`config.mk`:
```
export PLATFORM = sky130hd
export DESIGN_NAME = route_lookup_ctrl_flat
export DESIGN_NICKNAME = d
export VERILOG_FILES = /design/src/rtl/route_lookup_ctrl_if.sv /design/src/rtl/route_lookup_ctrl.sv /design/src/flat_wrapper.sv
export SDC_FILE = /design/constraint.sdc
export NUM_CORES = 1
export LEC_CHECK = 0
export CORE_MARGIN = 5
export CORE_UTILIZATION = 43
export DETAILED_ROUTE_END_ITERATION = 10
export PLACE_DENSITY = 0.77
export SETUP_SLACK_MARGIN = 0.15
export SYNTH_ARGS = -nofsm -noshare
export SYNTH_HDL_FRONTEND = slang
export SYNTH_SLANG_ARGS = --single-unit
```
`constraint.sdc`:
```
create_clock -name clk -period 2.25 [get_ports clk]
set_input_delay 0.45 -clock clk [delete_from_list [all_inputs] [get_ports clk]]
set_output_delay 0.45 -clock clk [all_outputs]
set_load 0.1 [all_outputs]
```
`src/rtl/route_lookup_ctrl_if.sv`:
```
// route_lookup_ctrl_if: bundles the packet stream, the CAM lookup port and the
// routing-result handshake of route_lookup_ctrl into one interface.
// The slave modport is the controller's view; master is the surrounding logic.
interface route_lookup_ctrl_if #(
    parameter int KEYLEN   = 32,
    parameter int ADDRBITS = 9,
    parameter int LENW     = 12
);
    // Packet word stream
    logic [KEYLEN-1:0]   s_tdata;
    logic                s_tvalid;
    logic                s_tlast;
    logic                s_tready;

    // CAM lookup port
    logic                cam_match_en;
    logic [KEYLEN-1:0]   cam_data_in;
    logic                cam_match;
    logic [ADDRBITS-1:0] cam_match_addr;

    // Routing result handshake
    logic                r_valid;
    logic                r_ready;
    logic                r_hit;
    logic [ADDRBITS-1:0] r_index;
    logic                r_short;
    logic [LENW-1:0]     r_len;

    modport master (
        output s_tdata, s_tvalid, s_tlast, cam_match, cam_match_addr, r_ready,
        input  s_tready, cam_match_en, cam_data_in,
               r_valid, r_hit, r_index, r_short, r_len
    );

    modport slave (
        input  s_tdata, s_tvalid, s_tlast, cam_match, cam_match_addr, r_ready,
        output s_tready, cam_match_en, cam_data_in,
               r_valid, r_hit, r_index, r_short, r_len
    );
endinterface

```
`src/rtl/route_lookup_ctrl.sv`:
```
// route_lookup_ctrl: front end of the lookup pipeline. Takes the packet word
// stream, pulls the destination key out of word HDR_WORD, fires one CAM match
// per packet, waits LOOKUP_LAT cycles for the answer and offers a per-packet
// result (hit, 0-based index, short flag, saturated length) on a valid/ready
// handshake. One packet is in flight at a time.
// Optional feature: define DEFAULT_ROUTE_EN to report DEFAULT_INDEX instead of
// 0 as the index of a miss or short packet.
module route_lookup_ctrl #(
    parameter int KEYLEN        = 32,
    parameter int ADDRBITS      = 9,
    parameter int HDR_WORD      = 0,
    parameter int LOOKUP_LAT    = 1,   // 1..7
    parameter int LENW          = 12,
    parameter int DEFAULT_INDEX = 0
) (
    input  logic               clk,
    input  logic               resetn,
    route_lookup_ctrl_if.slave bus
);

    localparam logic [1:0] ST_RX     = 2'd0;
    localparam logic [1:0] ST_LOOKUP = 2'd1;
    localparam logic [1:0] ST_WAIT   = 2'd2;
    localparam logic [1:0] ST_RESULT = 2'd3;

    localparam logic [LENW-1:0] LEN_MAX = '1;

`ifdef DEFAULT_ROUTE_EN
    localparam bit DEFAULT_ROUTE = 1'b1;
`else
    localparam bit DEFAULT_ROUTE = 1'b0;
`endif
    // Index reported when no CAM entry applies (miss or short packet).
    localparam logic [ADDRBITS-1:0] MISS_INDEX =
        ADDRBITS'(DEFAULT_INDEX) & {ADDRBITS{DEFAULT_ROUTE}};

    logic [1:0]          state_q,    state_d;
    logic [LENW-1:0]     wcnt_q,     wcnt_d;
    logic                have_key_q, have_key_d;
    logic [KEYLEN-1:0]   key_q,      key_d;
    logic [2:0]          lat_q,      lat_d;
    logic                hit_q,      hit_d;
    logic [ADDRBITS-1:0] index_q,    index_d;
    logic                short_q,    short_d;
    logic [LENW-1:0]     len_q,      len_d;

    logic                rx_ready;
    logic                accept;
    logic                hdr_now;
    logic [LENW-1:0]     wcnt_inc;

    // s_tready is forced low while resetn is asserted so every output reads 0
    // in reset, yet it is high in the very first cycle after release.
    assign rx_ready = resetn && (state_q == ST_RX);
    assign accept   = bus.s_tvalid && rx_ready;
    assign wcnt_inc = (wcnt_q == LEN_MAX) ? LEN_MAX : wcnt_q + LENW'(1);
    // have_key guard stops a saturated counter from re-capturing the key.
    assign hdr_now  = !have_key_q && (32'(wcnt_q) == HDR_WORD);

    // Next-state and datapath update of the packet/lookup/result sequence.
    always_comb begin
        // NOTE: every _d starts at its hold value so no branch of the case can infer a latch.
        state_d    = state_q;
        wcnt_d     = wcnt_q;
        have_key_d = have_key_q;
        key_d      = key_q;
        lat_d      = lat_q;
        hit_d      = hit_q;
        index_d    = index_q;
        short_d    = short_q;
        len_d      = len_q;

        case (state_q)
            ST_RX: begin
                if (accept) begin
                    wcnt_d = wcnt_inc;
                    if (hdr_now) begin
                        key_d      = bus.s_tdata;
                        have_key_d = 1'b1;
                    end
                    if (bus.s_tlast) begin
                        len_d = wcnt_inc;
                        if (have_key_q || hdr_now) begin
                            state_d = ST_LOOKUP;
                        end else begin
                            // Packet ended before the key word: no lookup.
                            short_d = 1'b1;
                            hit_d   = 1'b0;
                            index_d = MISS_INDEX;
                            state_d = ST_RESULT;
                        end
                    end
                end
            end

            ST_LOOKUP: begin
                lat_d   = 3'(LOOKUP_LAT);
                state_d = ST_WAIT;
            end

            ST_WAIT: begin
                lat_d = lat_q - 3'd1;
                // Counter reaches 0 on this edge: the CAM answer is valid now.
                if (lat_q == 3'd1) begin
                    hit_d   = bus.cam_match;
                    index_d = bus.cam_match ? bus.cam_match_addr - ADDRBITS'(1)
                                            : MISS_INDEX;
                    state_d = ST_RESULT;
                end
            end

            ST_RESULT: begin
                if (bus.r_ready) begin
                    wcnt_d     = '0;
                    have_key_d = 1'b0;
                    short_d    = 1'b0;
                    state_d    = ST_RX;
                end
            end

            default: state_d = ST_RX;
        endcase
    end

    // State and datapath registers, cleared asynchronously by resetn.
    always_ff @(posedge clk or negedge resetn) begin
        if (!resetn) begin
            state_q    <= ST_RX;
            wcnt_q     <= '0;
            have_key_q <= 1'b0;
            key_q      <= '0;
            lat_q      <= '0;
            hit_q      <= 1'b0;
            index_q    <= '0;
            short_q    <= 1'b0;
            len_q      <= '0;
        end else begin
            // NOTE: non-blocking so every register samples the pre-edge value of the others.
            state_q    <= state_d;
            wcnt_q     <= wcnt_d;
            have_key_q <= have_key_d;
            key_q      <= key_d;
            lat_q      <= lat_d;
            hit_q      <= hit_d;
            index_q    <= index_d;
            short_q    <= short_d;
            len_q      <= len_d;
        end
    end

    assign bus.s_tready     = rx_ready;
    assign bus.cam_match_en = (state_q == ST_LOOKUP);
    assign bus.cam_data_in  = key_q;
    assign bus.r_valid      = (state_q == ST_RESULT);
    assign bus.r_hit        = hit_q;
    assign bus.r_index      = index_q;
    assign bus.r_short      = short_q;
    assign bus.r_len        = len_q;

endmodule

```
`src/flat_wrapper.sv`:
```
// flat-port wrapper written by rule: the top's interface ports become plain ports
module route_lookup_ctrl_flat 
#(
    parameter int KEYLEN        = 32,
    parameter int ADDRBITS      = 9,
    parameter int HDR_WORD      = 0,
    parameter int LOOKUP_LAT    = 1,          
    parameter int LENW          = 12,
    parameter int DEFAULT_INDEX = 0
)
  (clk, resetn, bus_s_tdata, bus_s_tvalid, bus_s_tlast, bus_cam_match, bus_cam_match_addr, bus_r_ready, bus_s_tready, bus_cam_match_en, bus_cam_data_in, bus_r_valid, bus_r_hit, bus_r_index, bus_r_short, bus_r_len);
  route_lookup_ctrl_if #(.KEYLEN(KEYLEN), .ADDRBITS(ADDRBITS), .LENW(LENW)) bus_i ();
  input  logic clk;
  input  logic resetn;
  input wire logic [$bits(bus_i.s_tdata)-1:0] bus_s_tdata;
  input wire logic [$bits(bus_i.s_tvalid)-1:0] bus_s_tvalid;
  input wire logic [$bits(bus_i.s_tlast)-1:0] bus_s_tlast;
  input wire logic [$bits(bus_i.cam_match)-1:0] bus_cam_match;
  input wire logic [$bits(bus_i.cam_match_addr)-1:0] bus_cam_match_addr;
  input wire logic [$bits(bus_i.r_ready)-1:0] bus_r_ready;
  output wire logic [$bits(bus_i.s_tready)-1:0] bus_s_tready;
  output wire logic [$bits(bus_i.cam_match_en)-1:0] bus_cam_match_en;
  output wire logic [$bits(bus_i.cam_data_in)-1:0] bus_cam_data_in;
  output wire logic [$bits(bus_i.r_valid)-1:0] bus_r_valid;
  output wire logic [$bits(bus_i.r_hit)-1:0] bus_r_hit;
  output wire logic [$bits(bus_i.r_index)-1:0] bus_r_index;
  output wire logic [$bits(bus_i.r_short)-1:0] bus_r_short;
  output wire logic [$bits(bus_i.r_len)-1:0] bus_r_len;
  assign bus_i.s_tdata = bus_s_tdata;
  assign bus_i.s_tvalid = bus_s_tvalid;
  assign bus_i.s_tlast = bus_s_tlast;
  assign bus_i.cam_match = bus_cam_match;
  assign bus_i.cam_match_addr = bus_cam_match_addr;
  assign bus_i.r_ready = bus_r_ready;
  assign bus_s_tready = bus_i.s_tready;
  assign bus_cam_match_en = bus_i.cam_match_en;
  assign bus_cam_data_in = bus_i.cam_data_in;
  assign bus_r_valid = bus_i.r_valid;
  assign bus_r_hit = bus_i.r_hit;
  assign bus_r_index = bus_i.r_index;
  assign bus_r_short = bus_i.r_short;
  assign bus_r_len = bus_i.r_len;
  route_lookup_ctrl #(.KEYLEN(KEYLEN), .ADDRBITS(ADDRBITS), .HDR_WORD(HDR_WORD), .LOOKUP_LAT(LOOKUP_LAT), .LENW(LENW), .DEFAULT_INDEX(DEFAULT_INDEX)) u_core (.clk(clk), .resetn(resetn), .bus(bus_i));
endmodule
```
Word-level counts from Yosys, hierarchy flattened
Index checks and enable logic that the tools add are counted.

Logic and storage cells: 70. ROM bits: 0. Register bits after elaboration: 73. Memories: 0. Memory bits (writable): 0. Latch bits: 0.

Bitwise logic cells: 0. $add $sub $neg: 3. Div/mod/pow operators: 0. Magnitude comparators: 0. Equal/unequal tests: 11. Shifts and indexed selects: 0. Muxes and demuxes: 30. Reductions and logical operators: 17. $mul: 0.

Operators with widths (number): $mux W9 (5); $mux W12 (3); $pmux W12 S2 (1); $pmux W9 S2 (1); $add A12 B1 Y12 const B (1); $eq A12 B12 Y1 const B (1); $logic_not A12 Y1 (1); $mux W1 (10); $mux W2 (5); $reduce_and A5 Y1 (2); $reduce_and A3 Y1 (3); $sub A9 B1 Y9 const B (1); $pmux W2 S4 (1); $reduce_and A4 Y1 (2); $ne A2 B1 Y1 const B (3); $ne A2 B2 Y1 const B (3); $pmux W1 S2 (3); $pmux W3 S2 (1); $reduce_bool A2 Y1 (3); $eq A2 B2 Y1 const B (2); $eq A3 B1 Y1 const B (1); $logic_and A1 B1 Y1 (3); $sub A3 B1 Y3 const B (1); $eq A2 B1 Y1 const B (1); 3 further kinds (3).

Longest topological paths before layout
Gate-level depths: netlist of the first run.

Depth after elaboration: 7. Gate-level depth with buffers: 8.

Worst setup path after synthesis of the first run
No wires, ideal clock.

Path type: register -> register. From: register u_core.state_q[0]. To: register u_core.index_q[0], in the netlist u_core.bus.r_index[0]. Buffers on the path: 2. Period minus slack after synthesis: 2.317 ns. Cell stages (with the launch flop): 9. Setup time: 0.125 ns. Arrival time: 2.192 ns. Setup slack: -0.067 ns. Cells stage by stage: dfrtp_1 > inv_1 > ha_1 > buf_2 > and4_1 > clkbuf_1 > o311ai_2 > a221oi_4 > mux2_2.

Longest elaborated chain between the ends: 5.

Ends and longest elaborated chain: start, declared (line route_lookup_ctrl.sv:37) `logic [1:0] state_q, state_d;`; start signal, assigned (line route_lookup_ctrl.sv:139) `state_q <= state_d;`; $logic_not A2 Y1 (line route_lookup_ctrl.sv:54, route_lookup_ctrl.sv:73); $logic_and A1 B1 Y1 (line route_lookup_ctrl.sv:54) `assign rx_ready = resetn && (state_q == ST_RX);`; $logic_and A1 B1 Y1 (line route_lookup_ctrl.sv:55) `assign accept = bus.s_tvalid && rx_ready;`; $ne A2 B1 Y1 (no source line); $reduce_and A5 Y1 (no source line); end signal, assigned (line route_lookup_ctrl.sv:145) `index_q <= index_d;`; end, declared (line route_lookup_ctrl.sv:43) `logic [ADDRBITS-1:0] index_q, index_d;`.

Several ways; a longest one is shown, not always the timed one. A chain may end at the register's enable or synchronous reset.

Worst setup path in the final report of the first run
From: register u_core.wcnt_q[0]. To: register u_core.index_q[5], in the netlist u_core.bus.r_index[5].

Longest elaborated chain between the ends: 5.

Ends and longest elaborated chain: start, declared (line route_lookup_ctrl.sv:38) `logic [LENW-1:0] wcnt_q, wcnt_d;`; start signal, assigned (line route_lookup_ctrl.sv:140) `wcnt_q <= wcnt_d;`; $logic_not A12 Y1 (line route_lookup_ctrl.sv:58) `assign hdr_now = !have_key_q && (32'(wcnt_q) == HDR_WORD);`; $logic_and A1 B1 Y1 (line route_lookup_ctrl.sv:58); $logic_or A1 B1 Y1 (line route_lookup_ctrl.sv:83) `if (have_key_q || hdr_now) begin`; $ne A2 B2 Y1 (no source line); $reduce_and A5 Y1 (no source line).

Every way passes these cells.

==> results.py, run 1 <==
metrics = {
    "timing": {
        "finalWorstSetupSlack_ps": 25.3,
        "fmax_mhz": 450,
        "setup_viol": 0,
        "fin_skew_ps": 8.00,
        "period_share": 0.989,
        "rsz0062_at_grt": "yes",
        "finalHoldViolCount": 0,
        "final-max-slew-violation-count": 0,
        "worstMarginPinSlew_ps": 807,
        "max-slew-margin-rel": 0.462,
        "period_needed_ps": 2220,
        "holdWs_ps": 43.0,
    },
    "cells_and_area": {
        "num_antenna_cells": 0,
        "stdcell_count": 554,
        "layout.area.seq_um2": 1830,
        "area_growth_pct": 46.9,
        "final.fill_count": 644,
        "drive_gt1_frac": 0.385,
        "multi_input_area_um2": 1710,
        "nets": 502,
    },
    "job": {
        "maxCapViolations": 0,
    },
    "setup_path": {
        "critPathRequiredTime_ps": 2490,
        "critPathKind": "register to register",
        "cp-start-kind": "register",
        "cp_max_fo": 10,
        "cp.arrival_ps": 2470,
        "critPathCaptureType": "register",
    },
    "synth": {
        "async_reset_ff_frac": 1.00,
        "synth.distinct_cells": 48,
        "synth_seq_cells": 73,
        "synth_edf_count": 0,
        "syn_inst": 310,
        "synth_top_flop_cell": "dfrtp_1",
        "yosysWarnings": 0,
        "synth_fp_nets": 367,
        "netlist_area_um2": 3530,
        "ys_seq_area_frac": 0.517,
        "avgSynthCellArea_um2": 11.4,
    },
    "die": {
        "die_h_um": 101,
        "row_count": 33,
        "dieArea_um2": 10100,
        "core_um2": 8090,
        "start_util": 0.437,
        "io_pins": 105,
        "die_x_um": 101,
    },
    "placement": {
        "dp_slack_ps": -224,
        "dp_cells": 531,
        "place_congestion": 0.836,
        "dpl.hpwl_mm": 6.37,
        "port_buffers": 104,
    },
    "drt": {
        "routed_wl_mm": 8.92,
        "wl_per_cell_um": 16.1,
        "drcViolationCount": 0,
        "ant_nets": 0,
        "drtIter0Drc": 106,
        "drt-vias-per-instance": 5.25,
        "vias": 2906,
        "firstDrtPassIters": 4,
    },
    "clock_network": {
        "numCtsBuffers": 9,
        "clock_sinks": 73,
        "clk_pin_slew_worst_paths_ps": 80,
        "cts_tree": "yes",
        "clockBufferDepth": 2,
        "clock_latency_ps": 350,
        "root_buffer": "clkbuf_8",
        "h-tree-depth": 3,
        "holdBufCountCts": 0,
    },
    "grt": {
        "grt_usage": 0.178,
        "grt_max_degree": 65,
        "grt_pass1_vias": 2881,
        "gr-total-overflow": 0,
        "antenna_found_initial": 0,
        "grt_first_pass_wirelength_mm": 14.3,
    },
    "run_status": {
        "outcome": "finished, final reports clean",
    },
    "hold_path": {
        "hp-class": "primary input to async pin",
    },
}
-- layer usage --
metal  vias up  GRT usage  part of all wire
met1      1405      0.227              0.42
met5         -          0                 0
li1       1389          -                 -
met2       103      0.292              0.49
met3         9     0.0436             0.076
met4         0     0.0663             0.014
-- cell usage after synthesis (2+ instances only) --
| library cell | count | area [um^2] |
|---|---|---|
| dfrtp_1 | 73 | 1830 |
| mux2_2 | 38 | 428 |
| a21oi_1 | 21 | 105 |
| nor2_1 | 18 | 67.6 |
| nand2_1 | 15 | 56.3 |
| clkbuf_1 | 14 | 52.6 |
| inv_1 | 14 | 52.6 |
| o21ai_0 | 12 | 60.1 |
| ha_1 | 10 | 125 |
| a31oi_1 | 9 | 56.3 |
| o31ai_1 | 8 | 60.1 |
| a31o_2 | 5 | 43.8 |
| nand3_1 | 5 | 25.0 |
| nand4_1 | 5 | 31.3 |
| xnor2_1 | 5 | 43.8 |
| and3_1 | 4 | 25.0 |
| mux2_1 | 4 | 45.0 |
| or3_1 | 4 | 25.0 |
| and4_1 | 3 | 26.3 |
| buf_6 | 3 | 33.8 |
| nor3_1 | 3 | 15.0 |
| o22a_1 | 3 | 26.3 |
| or4_1 | 3 | 22.5 |
| xor2_1 | 3 | 26.3 |
| buf_2 | 2 | 10.0 |
| mux2i_1 | 2 | 20.0 |
| nand2b_1 | 2 | 12.5 |
| nor2b_1 | 2 | 12.5 |
-- cell families after synthesis --
logic type      count (synthesis)  share of synthesized area
fa+ha+maj                      10                     0.0354
buf+inv                        33                     0.0421
simple gates                   73                      0.115
compound gates                 69                      0.132
flops                          73                      0.517
xor+xnor                        8                     0.0198
mux                            44                      0.139
-- flip-flops by register name, summed over array words and instances, names as in the netlist, 2 cells and up --
signal	count
u_core.state_q	2
u_core.bus.r_index	9
u_core.lat_q	3
u_core.bus.cam_data_in	32
u_core.bus.r_len	12
u_core.wcnt_q	12
-- placed cells by master (no fill, tap or decap), drive strengths merged, types with 8 or more instances in the layout --
master / instances
a21oi: 21
a31oi: 9
buf: 97
clkbuf: 10
clkdlybuf4s50: 45
dfrtp: 73
ha: 10
inv: 15
mux2: 42
nand2: 15
nor2: 18
o21ai: 12
o31ai: 8
-- critical path: stages (launching register included) --
cell and delay [ps]:
dfrtp_1 390, inv_2 60, ha_1 130, or4b_4 490
buf_4 170, o311ai_4 320, a221oi_4 110, buf_12 170
mux2_2 270
-- per-stage QoR --
stage	setup TNS (ps)	area, um^2	utilization
after floorplan	0	3650	-
after global placement	-435	4870	0.602
after detailed placement	-811	4870	0.602
after CTS	0	5090	0.629
after global routing	-1240	5190	0.642
final	0	5190	0.642
-- what timing repair did --
action                                  CTS  global route
hold endpoints to repair                  0             0
gates resized for setup                   1            14
gates cloned                              1             1
pin swaps                                 0             3
endpoints found under the setup margin   42            50
buffers inserted                          2             4
-- path summary, 6_finish.rpt --
kind	start	slack, ps	endpoint	cells after the start
max in group asynchronous	resetn	1420	u_core.bus.r_index[1]	2
max	u_core.wcnt_q[0]	30	u_core.bus.r_index[5]	8
min in group clk	u_core.bus.r_len[11]	490	u_core.bus.r_len[11]	2
max reg2reg	u_core.wcnt_q[0]	30	u_core.bus.r_index[5]	8
min	resetn	40	u_core.bus.r_len[8]	2
min reg2reg	u_core.bus.r_len[11]	490	u_core.bus.r_len[11]	2
-- area by class of cell --
type / count / share of cell area
Clock buffer: 9 / 0.0238
Clock inverter: 6 / 0.0113
Inverter: 14 / 0.0101
Multi-Input combinational cell: 204 / 0.329
Sequential cell: 73 / 0.352
Tap cell: 105 / 0.0253
Timing Repair Buffer: 143 / 0.249
Power of run 1 is not shown: default switching activity piles up to over one toggle a cycle in this logic, so the estimate is an artifact.
==> run 2: changes to the inputs <==
- CORE_ASPECT_RATIO: unset -> 0.7
==> results.py, run 2 (same netlist as run 1, synthesis figures left out) <==
metrics = {
    "run_status": {
        "outcome": "complete, but fails checks",
        "violations": "negative setup slack",
    },
    "clock_network": {
        "clock_latency_ps": 330,
        "cts_tree": "yes",
        "clockBufferDepth": 2,
        "root_buffer": "clkbuf_16",
        "numCtsBuffers": 9,
        "holdBufCountCts": 0,
        "clock_sinks": 73,
        "h-tree-depth": 3,
        "clk_pin_slew_worst_paths_ps": 60,
    },
    "placement": {
        "port_buffers": 104,
        "dpl.hpwl_mm": 7.14,
        "dp_cells": 527,
        "place_congestion": 0.841,
    },
    "cells_and_area": {
        "stdcell_count": 550,
        "nets": 501,
        "layout_common_cells": "buf_4, dfrtp_1, clkdlybuf4s50_1",
        "num_antenna_cells": 0,
        "drive_gt1_frac": 0.388,
        "final.fill_count": 559,
        "area_growth_pct": 51.4,
        "largest_reg_flops": 32,
        "final_common_cell": "buf_4",
    },
    "setup_path": {
        "critPathCaptureType": "register",
        "path_cells": "inv_2 -> ha_4 -> or4b_4 -> nor3_4 -> nor3b_4 -> buf_12 -> clkbuf_16 -> mux2_4",
        "crit_slowest_cell": "or4b_4",
        "path_delay_family": "simple AND/OR/NAND/NOR gates",
        "cp_num_buf_inv": 3,
        "cp.arrival_ps": 2470,
        "critPathRequiredTime_ps": 2460,
        "worstRegToRegCells": 8,
        "cp_max_fo": 8,
        "rrSetupSlack_ps": -8,
        "r2r-end": "u_core.bus.cam_data_in[17]",
        "cp-start-kind": "register",
        "critPathKind": "register to register",
        "cpPeakStageDelay_ps": 470,
        "r2r_start": "u_core.wcnt_q[0]",
    },
    "timing": {
        "setup_viol": 5,
        "worstMarginPinSlew_ps": 536,
        "period_needed_ps": 2260,
        "finalHoldViolCount": 0,
        "rsz0062_at_grt": "yes",
        "setup-tns-final_ps": -18.9,
        "final-max-slew-violation-count": 0,
        "fmax_mhz": 443,
        "fin_skew_ps": 5.57,
        "finalWorstSetupSlack_ps": -7.55,
        "max-slew-margin-rel": 0.643,
        "period_share": 1.00,
    },
    "drt": {
        "wl_per_cell_um": 18.2,
        "routed_wl_mm": 10.0,
        "drcViolationCount": 0,
        "drtIter0Drc": 272,
        "ant_nets": 0,
        "vias": 2952,
        "firstDrtPassIters": 4,
        "drt-vias-per-instance": 5.37,
    },
    "die": {
        "dieArea_um2": 10200,
        "die_h_um": 85.9,
        "core_um2": 7940,
        "io_pins": 105,
        "row_count": 27,
        "start_util": 0.445,
        "die_x_um": 118,
    },
    "grt": {
        "grt_max_degree": 31,
        "grt_usage": 0.195,
        "gr-total-overflow": 0,
        "grt_first_pass_wirelength_mm": 15.8,
        "antenna_found_initial": 0,
        "grt_pass1_vias": 3020,
    },
    "job": {
        "maxCapViolations": 0,
    },
    "hold_path": {
        "hp-class": "primary input to async pin",
    },
}
run 2: worst max path at each step:
stage / start / to / slack (ps) / cells past startpoint
final: u_core.wcnt_q[0] / u_core.bus.cam_data_in[17] / -8 / 8
after global routing: u_core.wcnt_q[0] / u_core.bus.cam_data_in[13] / -70 / 8
after CTS: u_core.wcnt_q[1] / u_core.bus.cam_data_in[9] / -30 / 8
after detailed placement: bus_cam_match_addr[1] / u_core.bus.r_index[8] / -210 / 7
after global placement: bus_cam_match_addr[0] / u_core.bus.r_index[8] / -150 / 7
after floorplan: u_core.state_q[0] / u_core.bus.r_index[0] / 30 / 8
run 2: final cells by class:
class | count | area [um^2] | area share
inverter | 14 | 52.6 | 0.00982
tap | 101 | 126 | 0.0236
clock buffer | 10 | 229 | 0.0428
clock inverter | 6 | 92.6 | 0.0173
multi-input combinational | 204 | 1710 | 0.319
timing repair buffer | 142 | 1320 | 0.246
sequential | 73 | 1830 | 0.341
run 2: layer usage:
layer	part of all wire	wire (um)	GRT usage
met1	0.46	4590	0.254
met2	0.46	4580	0.320
met3	0.074	746	0.0606
met4	0.0097	97	0.0510
met5	0	0	0
run 2: metrics by stage:
stage	util	instance area (um^2)	hold slack, ps	setup WS, ps
floorplan	-	3650	154	32.9
global placement	0.613	4860	439	-148
detailed placement	0.613	4860	453	-207
CTS	0.663	5260	97.6	-27.2
global route	0.674	5350	114	-65.7
finish	0.674	5350	106	-7.55
run 2: timing repair:
action / CTS / global route
buffers inserted: 3 / 1
pin swaps: 2 / 1
gates resized for setup: 4 / 10
gates cloned: 1 / 2
endpoints found under the setup margin: 42 / 44
Power of run 2 is left out for the same reason.
